File: src/rtl/crc_check_byte_en_if.sv
// rtl/crc_check_byte_en_if.sv - beat stream and frame result bundle for crc_check_byte_en
//
// Purpose: carries the receive beat stream into the CRC checker and the
// per-frame result fields back out.
// Ports (signals):
//   din[DWIDTH]      beat data, byte 0 = din[7:0] is first on the wire
//   byteEn[DWIDTH/8] per-byte valid
//   dlast            last beat of frame
//   flitEn           beat valid, accepted on every edge where it is 1
//   crc_ok           frame passed (qualified by crc_out_vld)
//   err_runt         frame shorter than FCS length + 1 bytes
//   err_mask         illegal byteEn seen in frame
//   frame_len[16]    byte count including FCS, saturating
//   crc_out_vld      one-cycle result strobe
//   good_cnt[32]     frames passed, wrapping
//   bad_cnt[32]      frames failed, wrapping
// master modport: stream source / result sink. slave modport: the checker.
interface crc_check_byte_en_if #(
   parameter int DWIDTH = 64
);
   logic [DWIDTH-1:0]   din;
   logic [DWIDTH/8-1:0] byteEn;
   logic                dlast;
   logic                flitEn;
   logic                crc_ok;
   logic                err_runt;
   logic                err_mask;
   logic [15:0]         frame_len;
   logic                crc_out_vld;
   logic [31:0]         good_cnt;
   logic [31:0]         bad_cnt;

   modport master (
      output din, byteEn, dlast, flitEn,
      input  crc_ok, err_runt, err_mask, frame_len, crc_out_vld, good_cnt, bad_cnt
   );

   modport slave (
      input  din, byteEn, dlast, flitEn,
      output crc_ok, err_runt, err_mask, frame_len, crc_out_vld, good_cnt, bad_cnt
   );
endinterface

File: src/rtl/crc_check_byte_en.sv
// rtl/crc_check_byte_en.sv - streaming CRC checker with per-byte enables
//
// Purpose: runs the CRC over each frame's data plus trailing FCS and compares
// the output-domain result against the polynomial residue. Three stages:
// input register, CRC/count/error accumulation, output register.
// Ports:
//   clk  clock
//   rst  synchronous active-high reset
//   bus  crc_check_byte_en_if.slave (beat stream in, frame results out)
module crc_check_byte_en #(
   parameter int                   DWIDTH    = 64,
   parameter int                   CRC_WIDTH = 32,
   parameter logic [CRC_WIDTH-1:0] CRC_POLY  = 32'h04C11DB7,
   parameter logic [CRC_WIDTH-1:0] INIT      = 32'hFFFFFFFF,
   parameter logic [CRC_WIDTH-1:0] XOR_OUT   = 32'hFFFFFFFF,
   parameter bit                   REFIN     = 1'b1,
   parameter bit                   REFOUT    = 1'b1,
   parameter logic [CRC_WIDTH-1:0] RESIDUE   = 32'h2144DF1C
) (
   input logic                 clk,
   input logic                 rst,
   crc_check_byte_en_if.slave  bus
);

   localparam int NB = DWIDTH / 8;
   localparam int CB = CRC_WIDTH / 8;
   localparam logic [NB-1:0] BE_ONE   = 1;
   localparam logic [15:0]   MIN_LEN  = 16'(CB + 1);

   typedef enum logic {IDLE, IN_FRAME} state_t;

   // One byte through a normal-form MSB-first CRC register; REFIN feeds
   // the byte LSB-first by reversing it before the shift loop.
   function automatic logic [CRC_WIDTH-1:0] crc_byte(input logic [CRC_WIDTH-1:0] c_in,
                                                    input logic [7:0] d);
      logic [CRC_WIDTH-1:0] c;
      logic [7:0]           b;
      logic                 fb;
      c = c_in;
      for (int k = 0; k < 8; k++) b[k] = REFIN ? d[7-k] : d[k];
      for (int k = 7; k >= 0; k--) begin
         fb = c[CRC_WIDTH-1] ^ b[k];
         c  = {c[CRC_WIDTH-2:0], 1'b0};
         if (fb) c = c ^ CRC_POLY;
      end
      return c;
   endfunction

   function automatic logic [CRC_WIDTH-1:0] bitrev(input logic [CRC_WIDTH-1:0] v);
      logic [CRC_WIDTH-1:0] r;
      for (int k = 0; k < CRC_WIDTH; k++) r[k] = v[CRC_WIDTH-1-k];
      return r;
   endfunction

   // Stage 1: input register; disabled bytes are zeroed so no stale data
   // can leak forward.
   logic [DWIDTH-1:0] s1_din;
   logic [NB-1:0]     s1_be;
   logic              s1_last;
   logic              s1_vld;

   always_ff @(posedge clk) begin
      if (rst) begin
         s1_vld  <= 1'b0;
         s1_din  <= '0;
         s1_be   <= '0;
         s1_last <= 1'b0;
      end else begin
         s1_vld  <= bus.flitEn;
         s1_be   <= bus.byteEn;
         s1_last <= bus.dlast;
         for (int i = 0; i < NB; i++)
            s1_din[8*i +: 8] <= bus.byteEn[i] ? bus.din[8*i +: 8] : 8'h00;
      end
   end

   // Stage 2: per-frame accumulation
   state_t               state;
   logic [CRC_WIDTH-1:0] crc_reg;
   logic [15:0]          byte_cnt;
   logic                 err_mask_acc;

   logic                 s2_done;
   logic [CRC_WIDTH-1:0] s2_crc;
   logic [15:0]          s2_len;
   logic                 s2_merr;

   logic [CRC_WIDTH-1:0] crc_nxt;
   logic [15:0]          cnt_nxt;
   logic                 merr_nxt;
   logic [15:0]          beat_cnt;
   logic [16:0]          cnt_sum;
   logic                 mask_ok;

   always_comb begin
      // IDLE means the previous beat closed a frame, so this beat starts fresh.
      crc_nxt  = (state == IDLE) ? INIT : crc_reg;
      beat_cnt = '0;
      for (int i = 0; i < NB; i++) begin
         if (s1_be[i]) begin
            crc_nxt  = crc_byte(crc_nxt, s1_din[8*i +: 8]);
            beat_cnt = beat_cnt + 16'd1;
         end
      end
      cnt_sum = {1'b0, (state == IDLE) ? 16'd0 : byte_cnt} + {1'b0, beat_cnt};
      cnt_nxt = cnt_sum[16] ? 16'hFFFF : cnt_sum[15:0];
      // Last beat: non-zero and contiguous from byte 0, i.e. 2^n-1.
      if (s1_last)
         mask_ok = (s1_be != '0) && ((s1_be & (s1_be + BE_ONE)) == '0);
      else
         mask_ok = &s1_be;
      merr_nxt = ((state == IDLE) ? 1'b0 : err_mask_acc) | ~mask_ok;
   end

   always_ff @(posedge clk) begin
      if (rst) begin
         state        <= IDLE;
         crc_reg      <= INIT;
         byte_cnt     <= '0;
         err_mask_acc <= 1'b0;
         s2_done      <= 1'b0;
         s2_crc       <= '0;
         s2_len       <= '0;
         s2_merr      <= 1'b0;
      end else begin
         s2_done <= s1_vld & s1_last;
         if (s1_vld) begin
            if (s1_last) begin
               state        <= IDLE;
               crc_reg      <= INIT;
               byte_cnt     <= '0;
               err_mask_acc <= 1'b0;
               s2_crc       <= crc_nxt;
               s2_len       <= cnt_nxt;
               s2_merr      <= merr_nxt;
            end else begin
               state        <= IN_FRAME;
               crc_reg      <= crc_nxt;
               byte_cnt     <= cnt_nxt;
               err_mask_acc <= merr_nxt;
            end
         end
      end
   end

   // Stage 3: result evaluation and output registers
   logic [CRC_WIDTH-1:0] res;
   logic                 runt;
   logic                 ok;

   assign res  = (REFOUT ? bitrev(s2_crc) : s2_crc) ^ XOR_OUT;
   assign runt = (s2_len < MIN_LEN);
   assign ok   = (res == RESIDUE) & ~runt & ~s2_merr;

   logic        o_vld;
   logic        o_ok;
   logic        o_runt;
   logic        o_mask;
   logic [15:0] o_len;
   logic [31:0] o_good;
   logic [31:0] o_bad;

   always_ff @(posedge clk) begin
      if (rst) begin
         o_vld  <= 1'b0;
         o_ok   <= 1'b0;
         o_runt <= 1'b0;
         o_mask <= 1'b0;
         o_len  <= '0;
         o_good <= '0;
         o_bad  <= '0;
      end else begin
         o_vld <= s2_done;
         if (s2_done) begin
            o_ok   <= ok;
            o_runt <= runt;
            o_mask <= s2_merr;
            o_len  <= s2_len;
            if (ok) o_good <= o_good + 32'd1;
            else    o_bad  <= o_bad + 32'd1;
         end
      end
   end

   assign bus.crc_out_vld = o_vld;
   assign bus.crc_ok      = o_ok;
   assign bus.err_runt    = o_runt;
   assign bus.err_mask    = o_mask;
   assign bus.frame_len   = o_len;
   assign bus.good_cnt    = o_good;
   assign bus.bad_cnt     = o_bad;

endmodule

File: src/flat_wrapper.sv
// flat-port wrapper written by rule: the top's interface ports become plain ports
module crc_check_byte_en_flat 
#(
   parameter int                   DWIDTH    = 64,
   parameter int                   CRC_WIDTH = 32,
   parameter logic [CRC_WIDTH-1:0] CRC_POLY  = 32'h04C11DB7,
   parameter logic [CRC_WIDTH-1:0] INIT      = 32'hFFFFFFFF,
   parameter logic [CRC_WIDTH-1:0] XOR_OUT   = 32'hFFFFFFFF,
   parameter bit                   REFIN     = 1'b1,
   parameter bit                   REFOUT    = 1'b1,
   parameter logic [CRC_WIDTH-1:0] RESIDUE   = 32'h2144DF1C
)
  (clk, rst, bus_din, bus_byteEn, bus_dlast, bus_flitEn, bus_crc_ok, bus_err_runt, bus_err_mask, bus_frame_len, bus_crc_out_vld, bus_good_cnt, bus_bad_cnt);
  crc_check_byte_en_if #(.DWIDTH(DWIDTH)) bus_i ();
  input logic clk;
  input logic rst;
  input wire logic [$bits(bus_i.din)-1:0] bus_din;
  input wire logic [$bits(bus_i.byteEn)-1:0] bus_byteEn;
  input wire logic [$bits(bus_i.dlast)-1:0] bus_dlast;
  input wire logic [$bits(bus_i.flitEn)-1:0] bus_flitEn;
  output wire logic [$bits(bus_i.crc_ok)-1:0] bus_crc_ok;
  output wire logic [$bits(bus_i.err_runt)-1:0] bus_err_runt;
  output wire logic [$bits(bus_i.err_mask)-1:0] bus_err_mask;
  output wire logic [$bits(bus_i.frame_len)-1:0] bus_frame_len;
  output wire logic [$bits(bus_i.crc_out_vld)-1:0] bus_crc_out_vld;
  output wire logic [$bits(bus_i.good_cnt)-1:0] bus_good_cnt;
  output wire logic [$bits(bus_i.bad_cnt)-1:0] bus_bad_cnt;
  assign bus_i.din = bus_din;
  assign bus_i.byteEn = bus_byteEn;
  assign bus_i.dlast = bus_dlast;
  assign bus_i.flitEn = bus_flitEn;
  assign bus_crc_ok = bus_i.crc_ok;
  assign bus_err_runt = bus_i.err_runt;
  assign bus_err_mask = bus_i.err_mask;
  assign bus_frame_len = bus_i.frame_len;
  assign bus_crc_out_vld = bus_i.crc_out_vld;
  assign bus_good_cnt = bus_i.good_cnt;
  assign bus_bad_cnt = bus_i.bad_cnt;
  crc_check_byte_en #(.DWIDTH(DWIDTH), .CRC_WIDTH(CRC_WIDTH), .CRC_POLY(CRC_POLY), .INIT(INIT), .XOR_OUT(XOR_OUT), .REFIN(REFIN), .REFOUT(REFOUT), .RESIDUE(RESIDUE)) u_core (.clk(clk), .rst(rst), .bus(bus_i));
endmodule
File: config.mk
export PLATFORM = sky130hd
export DESIGN_NAME = crc_check_byte_en_flat
export DESIGN_NICKNAME = d
export VERILOG_FILES = /design/src/rtl/crc_check_byte_en_if.sv /design/src/rtl/crc_check_byte_en.sv /design/src/flat_wrapper.sv
export SDC_FILE = /design/constraint.sdc
export NUM_CORES = 1
export LEC_CHECK = 0
export BUFFER_PORTS_ARGS = -buffer_cell sky130_fd_sc_hd__buf_2
export CORE_MARGIN = 5
export CORE_UTILIZATION = 55
export DETAILED_ROUTE_END_ITERATION = 10
export PLACE_DENSITY = 0.74
export SYNTH_ARGS = -nofsm -noshare
export SYNTH_HDL_FRONTEND = slang
export SYNTH_SLANG_ARGS = --single-unit
File: constraint.sdc
create_clock -name clk -period 12.45 [get_ports clk]
set_clock_uncertainty 0.15 [all_clocks]
set_input_delay 0.6225 -clock clk [delete_from_list [all_inputs] [get_ports clk]]
set_output_delay 0.6225 -clock clk [all_outputs]
set_load 0.01 [all_outputs]
==> summary.md, run 1 <==
| Metric | Value |
|---|---|
| Cell-internal power | `4.67 mW` |
| Max FFs per register | `64` |
| Ports | `160` |
| Highest clock rate | `0.0869 GHz` |
| Post-synth top flop | `dfxtp_1` |
| Slew headroom | `23.9%` |
| Async SR Flop Fraction | `0%` |
| WL/cell | `20.6 um` |
| Crit end category | `flop` |
| Hold depth | `2` |
| CP Data Arrival Time | `11810 ps` |
| Combinational power share | `78.3%` |
| Clock-pin slew on the worst setup and hold paths | `70 ps` |
| Clock Power Share | `10.2%` |
| Register with the most flip-flops | `u_core.s1_din` |
| Status | `completed` |
| Final Max Slew Viols | `0` |
| Vias in the first global route | `19179` |
| Post-synth top cells | `xnor2_1, nor2_1, dfxtp_1` |
| Mapped Area | `0.0235 mm^2` |
| Crit-path slowest cell | `a2111oi_4` |
| Worst vdd ir | `0.288 mV` |
| Chip height | `217 um` |
| CTS tree | `built` |
| DR pass1 iterations | `6` |
| R2R Setup Slk | `940 ps` |
| Post-synth EDFFs | `0` |
| PortBufs | `159` |
| P_sw | `3.95 mW` |
| Final worst-path cycle share | `92.4%` |
| Ys Warns | `0` |
| Slew @ Worst Pin | `1140 ps` |
| Min Tclk post-route | `11510 ps` |
| Hold Slack | `61.7 ps` |
| Core area | `0.0421 mm^2` |
| Hold-fix buffers, CTS | `0` |
| WL met2 | `32200 um` |
| Die area | `0.0470 mm^2` |
| Synth-to-layout area growth | `8.34%` |
| Synth Register Bits | `258` |
| Total CTS buffers | `29` |
| Most frequent cell after synthesis | `xnor2_1` |
| Synth area leader | `dfxtp_1` |
| RSZ-0062 raised after global routing | `no` |
| Final Wtd Congestion | `0.988` |
| Initial core utilization | `55.8%` |
| CP max stage delay | `930 ps` |
| Synthesized area per cell | `8.60 um^2` |
| 1st-iter DRT viols | `1779` |
| Met3 wire length | `4610 um` |
| Top sig layer | `met4` |
| Synth Instances | `2734` |
| Total track usage | `28.1%` |
| Initial antenna violation count | `0` |
| Routed Wire Length | `69100 um` |
| Total number of vias | `20310` |
| First-pass GRT wire length | `108000 um` |
| Switching part of the total | `45.8%` |
| Layout cells sized above 1 | `13.0%` |
| Crit Path Max Fanout | `36` |
| Synth top area cells | `dfxtp_1, xnor2_1, xnor3_1, xor2_1, mux2i_1` |
| Nets@finish | `2883` |
| Vias per cell | `6.06` |
| DIE WIDTH | `217 um` |
| Largest net degree at the start of global routing | `75` |
| Drt drc | `0` |
| Startpoint Class | `flop` |
| Rows | `75` |
| Max Cap Viol | `0` |
| HPWL Detailed | `53800 um` |
| M1 WL | `29600 um` |
| Worst hold path class | `input pin to flop` |
| Top cell type's share of synthesized area | `22.0%` |
| H-tree levels | `1` |
| Synth cell types | `121` |
| Setup violators final | `0` |
| Final hold viol count | `0` |
| Final TNS setup | `0 ps` |
| Reg2Reg Depth | `28` |
| Setup bufs post-CTS | `0` |
| Diode count | `0` |
| ANT nets after route | `0` |
| Pwr Density | `338 mW/mm^2` |
| CTS root buffer | `clkbuf_16` |
| WP data required | `12750 ps` |
| Clock sinks | `258` |
| Max Root-Sink Buffers | `3` |
| P_leak | `10.4 nW` |
| Global route overflow | `0` |
| Seq/Total Area, Yosys | `22.0%` |
| Seq pwr share | `11.5%` |
| Clk_lat worst skew | `610 ps` |
| Critical path type | `flop to flop` |
| Post_cts resized | `0` |
==> stage by stage <==
stage / worst slack, ps / total power [mW] / std cells / instance area [um^2] / util (%)
3_5_place_dp: 1160 / 7.65 / 3296 / 24500 / 58.2
6_report: 941 / 8.63 / 3350 / 25500 / 60.5
5_1_grt: 321 / 9.07 / 3350 / 25500 / 60.5
2_1_floorplan: 3330 / 6.33 / 2736 / 23500 / -
3_3_place_gp: 1230 / 7.56 / 3296 / 24500 / 58.2
4_1_cts: 1140 / 8.56 / 3350 / 25500 / 60.5
==> worst max-delay path, delay by kind of cell, from the launching register on <==
family	cells	cell delay [ps]
and+or+nand+nor	6	2180
muxes	4	1100
xor gates and xnor gates	8	3560
AOI/OAI and AO/OA	9	3240
DFF	1	320
buffers and inverters	1	780
==> kinds of logic (layout without fill, tap and decap cells) <==
family	count (synthesis)	after routing	share of synthesized area [%]
buf+inv	207	282	3.65
compound gates	558	558	16.3
fa+ha+maj	19	19	1.04
simple gates	955	955	20.6
xor+xnor	590	590	29.8
other cells	1	3	0.0159
flops	258	258	22.0
mux	146	146	6.62
==> metal layers <==
metal / vias up / GRT usage [%]
li1: 9737 / -
met1: 9651 / 37.6
met2: 763 / 47.2
met3: 159 / 3.72
met4: 0 / 9.29
met5: - / 0
==> cell usage in the layout, fill, tap and decap left out, types with 21 or more instances in the layout <==
master / count
and2_1: 89
nor2b_1: 29
or3_1: 40
and3_1: 21
o22ai_1: 21
buf_4: 22
nor3_1: 56
a21oi_1: 158
dfxtp_1: 249
mux2i_1: 119
a21o_1: 26
o21ai_0: 98
nor2_1: 282
clkbuf_16: 29
nand2b_1: 37
a211oi_1: 28
xnor3_1: 84
buf_2: 158
xor2_1: 148
nand2_1: 190
nand4_1: 39
nand3_1: 60
inv_1: 46
xnor2_1: 307
==> worst paths after layout <==
check,start,to
worst max-delay path,u_core.state$_SDFFE_PP0P_,u_core.s2_crc[13]$_SDFFE_PP0P_
worst min-delay path,bus_din[9],u_core.s1_din[9]$_SDFF_PP0_
worst max register to register,u_core.state$_SDFFE_PP0P_,u_core.s2_crc[13]$_SDFFE_PP0P_
worst min register to register,u_core.s2_crc[3]$_SDFFE_PP0P_,u_core.s2_crc[3]$_SDFFE_PP0P_
==> power groups by stage <==
| stage | sequential, mW | combinational (mW) | clock, mW |
|---|---|---|---|
| after floorplan | 0.938 | 5.39 | 0 |
| after global placement | 1.00 | 6.56 | 0 |
| after detailed placement | 1.00 | 6.64 | 0 |
| after CTS | 0.987 | 6.68 | 0.902 |
| after global routing | 0.994 | 7.14 | 0.938 |
| final | 0.989 | 6.75 | 0.883 |
==> final cells by class <==
type,count,area [um^2]
inverters,48,180
flip-flops and latches,258,5180
well taps,539,674
repair buffers,180,956
multi-input cells,2271,17500
fillers,3691,16600
clock buffers,37,776
clock inverters,17,198
Note: power is estimated with default switching activity, not from simulation.
==> run 2, diff against run 1 <==
--- a/config.mk
+++ b/config.mk
@@ -9,7 +9,7 @@
 export CORE_MARGIN = 5
 export CORE_UTILIZATION = 55
 export DETAILED_ROUTE_END_ITERATION = 10
-export PLACE_DENSITY = 0.74
+export PLACE_DENSITY = 0.71
 export SYNTH_ARGS = -nofsm -noshare
 export SYNTH_HDL_FRONTEND = slang
 export SYNTH_SLANG_ARGS = --single-unit
==> run 2 against run 1 <==
  * Sequential share of layout area down 0.17 points
  * Largest cell class unchanged
  * Largest power group unchanged
  * Hold slack lost 6.5 ps
  * Critical endpoint is now u_core.crc_reg[8]$_SDFFE_PP1P_
  * First-iteration DRC count grew 1.7%
  * Die area is the same
==> summary.md, run 2 (synthesis gave the netlist of run 1 again) <==
| Metric | Value |
|---|---|
| Status | `completed` |
| H-tree levels | `1` |
| Initial core utilization | `55.8%` |
| Final Max Slew Viols | `0` |
| Clk_lat worst skew | `610 ps` |
| Fin area | `0.0257 mm^2` |
| Commonest non-fill, non-tap cell in the layout | `xnor2_1` |
| Drt drc | `0` |
| Final worst-path cycle share | `93.6%` |
| Nets@finish | `2891` |
| 1st-iter DRT viols | `1809` |
| Pre-CTS setup slack | `956 ps` |
| Total number of vias | `20353` |
| Max Root-Sink Buffers | `3` |
| DR pass1 iterations | `6` |
| Vias in the first global route | `19432` |
| Overall power | `8.74 mW` |
| Post_cts resized | `0` |
| Total track usage | `28.6%` |
| CTS root buffer | `clkbuf_16` |
| Clock-pin slew on the worst setup and hold paths | `70 ps` |
| Worst vdd ir | `0.267 mV` |
| Vias per cell | `6.06` |
| M1 WL | `30400 um` |
| Top sig layer | `met4` |
| Diode count | `0` |
| Crit-path slowest cell | `a2111oi_4` |
| RSZ-0062 raised after global routing | `no` |
| Layout cells sized above 1 | `13.4%` |
| CP Capture Point | `u_core.crc_reg[8]$_SDFFE_PP1P_` |
| Global route overflow | `0` |
| Register with the most flip-flops | `u_core.s1_din` |
| PnR worst setup slack | `792 ps` |
| Worst hold path class | `input pin to flop` |
| PortBufs | `159` |
| Clock sinks | `258` |
| CP max stage delay | `920 ps` |
| Max FFs per register | `64` |
| Startpoint Class | `flop` |
| DIE WIDTH | `217 um` |
| Max Cap Viol | `0` |
| Critical path origin | `u_core.s1_be[0]$_SDFF_PP0_` |
| Critical path type | `flop to flop` |
| Reg2Reg Depth | `29` |
| R2R Setup Slk | `790 ps` |
| Largest net degree at the start of global routing | `73` |
| Ports | `160` |
| ANT nets after route | `0` |
| Highest clock rate | `0.0858 GHz` |
| First-pass GRT wire length | `109000 um` |
| Commonest cells after routing, fill and taps aside | `xnor2_1, nor2_1, dfxtp_1` |
| Crit Path Max Fanout | `48` |
| Crit end category | `flop` |
| CP Data Arrival Time | `12040 ps` |
| Synth-to-layout area growth | `9.27%` |
| Met3 wire length | `4290 um` |
| Die area | `0.0470 mm^2` |
| P_leak | `10.5 nW` |
| Core area | `0.0421 mm^2` |
| R2r startpoint | `u_core.s1_be[0]$_SDFF_PP0_` |
| Routed Wire Length | `70400 um` |
| Rows | `75` |
| Chip height | `217 um` |
| CTS tree | `built` |
| Min Tclk post-route | `11660 ps` |
| Setup bufs post-CTS | `0` |
| WL met2 | `33500 um` |
| Reg-to-Reg End | `u_core.crc_reg[8]$_SDFFE_PP1P_` |
| Final Wtd Congestion | `0.992` |
| Slew @ Worst Pin | `1080 ps` |
| Slew headroom | `28.1%` |
| Post-DP Area | `0.0246 mm^2` |
| Setup violators final | `0` |
| Hold-fix buffers, CTS | `0` |
| Final TNS setup | `0 ps` |
| HPWL Detailed | `54400 um` |
| Final hold viol count | `0` |
| Total CTS buffers | `30` |
| CP most frequent cell | `xnor3_1` |
| Initial antenna violation count | `1` |
| WP data required | `12830 ps` |
| Pwr Density | `340 mW/mm^2` |
| WL/cell | `21.0 um` |
-- run 2: changes by cell type in the layout (fill, tap and decap cells not counted), sizes merged --
cell	change
buf	+7
clkbuf	-1
inv	-2
clkinvlp	+2
bufinv	+4
clkinv	-1
-- run 2: worst min-delay path by stage --
stage,from,to,slack [ps],depth (start not counted)
2_1_floorplan,u_core.s2_crc[27]$_SDFFE_PP0P_,u_core.s2_crc[27]$_SDFFE_PP0P_,270,2
3_3_place_gp,u_core.s2_crc[5]$_SDFFE_PP0P_,u_core.s2_crc[5]$_SDFFE_PP0P_,280,2
3_5_place_dp,u_core.s2_crc[5]$_SDFFE_PP0P_,u_core.s2_crc[5]$_SDFFE_PP0P_,290,2
4_1_cts,bus_din[8],u_core.s1_din[8]$_SDFF_PP0_,30,2
5_1_grt,bus_din[32],u_core.s1_din[32]$_SDFF_PP0_,40,2
6_report,bus_din[35],u_core.s1_din[35]$_SDFF_PP0_,60,2
-- run 2: layout make-up --
| cell class | count | area, um^2 |
|---|---|---|
| clock buffer | 36 | 813 |
| clock inverter | 20 | 327 |
| fill | 3732 | 16400 |
| inverter | 48 | 180 |
| multi-input combinational | 2271 | 17500 |
| sequential | 258 | 5180 |
| tap | 539 | 674 |
| timing repair buffer | 187 | 1010 |
-- run 2: critical path: cells and delay by family, from the launching register on --
kind	cells	cell delay [ps]
buffers and inverters	2	620
multiplexers	3	940
flip-flops	1	910
AND/OR/NAND/NOR	7	2310
XOR/XNOR	10	4220
AO/OA/AOI/OAI	7	2410
-- run 2: stage by stage --
step / hold WS, ps / utilization, % / cells
after floorplan: 266 / - / 2736
after global placement: 279 / 58.3 / 3303
after detailed placement: 288 / 58.3 / 3303
after CTS: 25.8 / 61.0 / 3359
after global routing: 42.7 / 61.0 / 3359
final: 55.3 / 61.0 / 3359
-- run 2: per-layer routing --
metal	GRT usage, %	vias to the layer above
met2	49.3	753
met4	8.03	0
met5	0	-
met1	37.9	9694
li1	-	9773
met3	3.78	133
-- run 2: power by group --
group / internal [mW] / switching [mW] / leakage [nW]
registers: 0.890 / 0.0921 / 2.10
logic: 3.29 / 3.45 / 7.85
clock network: 0.616 / 0.396 / 0.542
total: 4.80 / 3.94 / 10.5
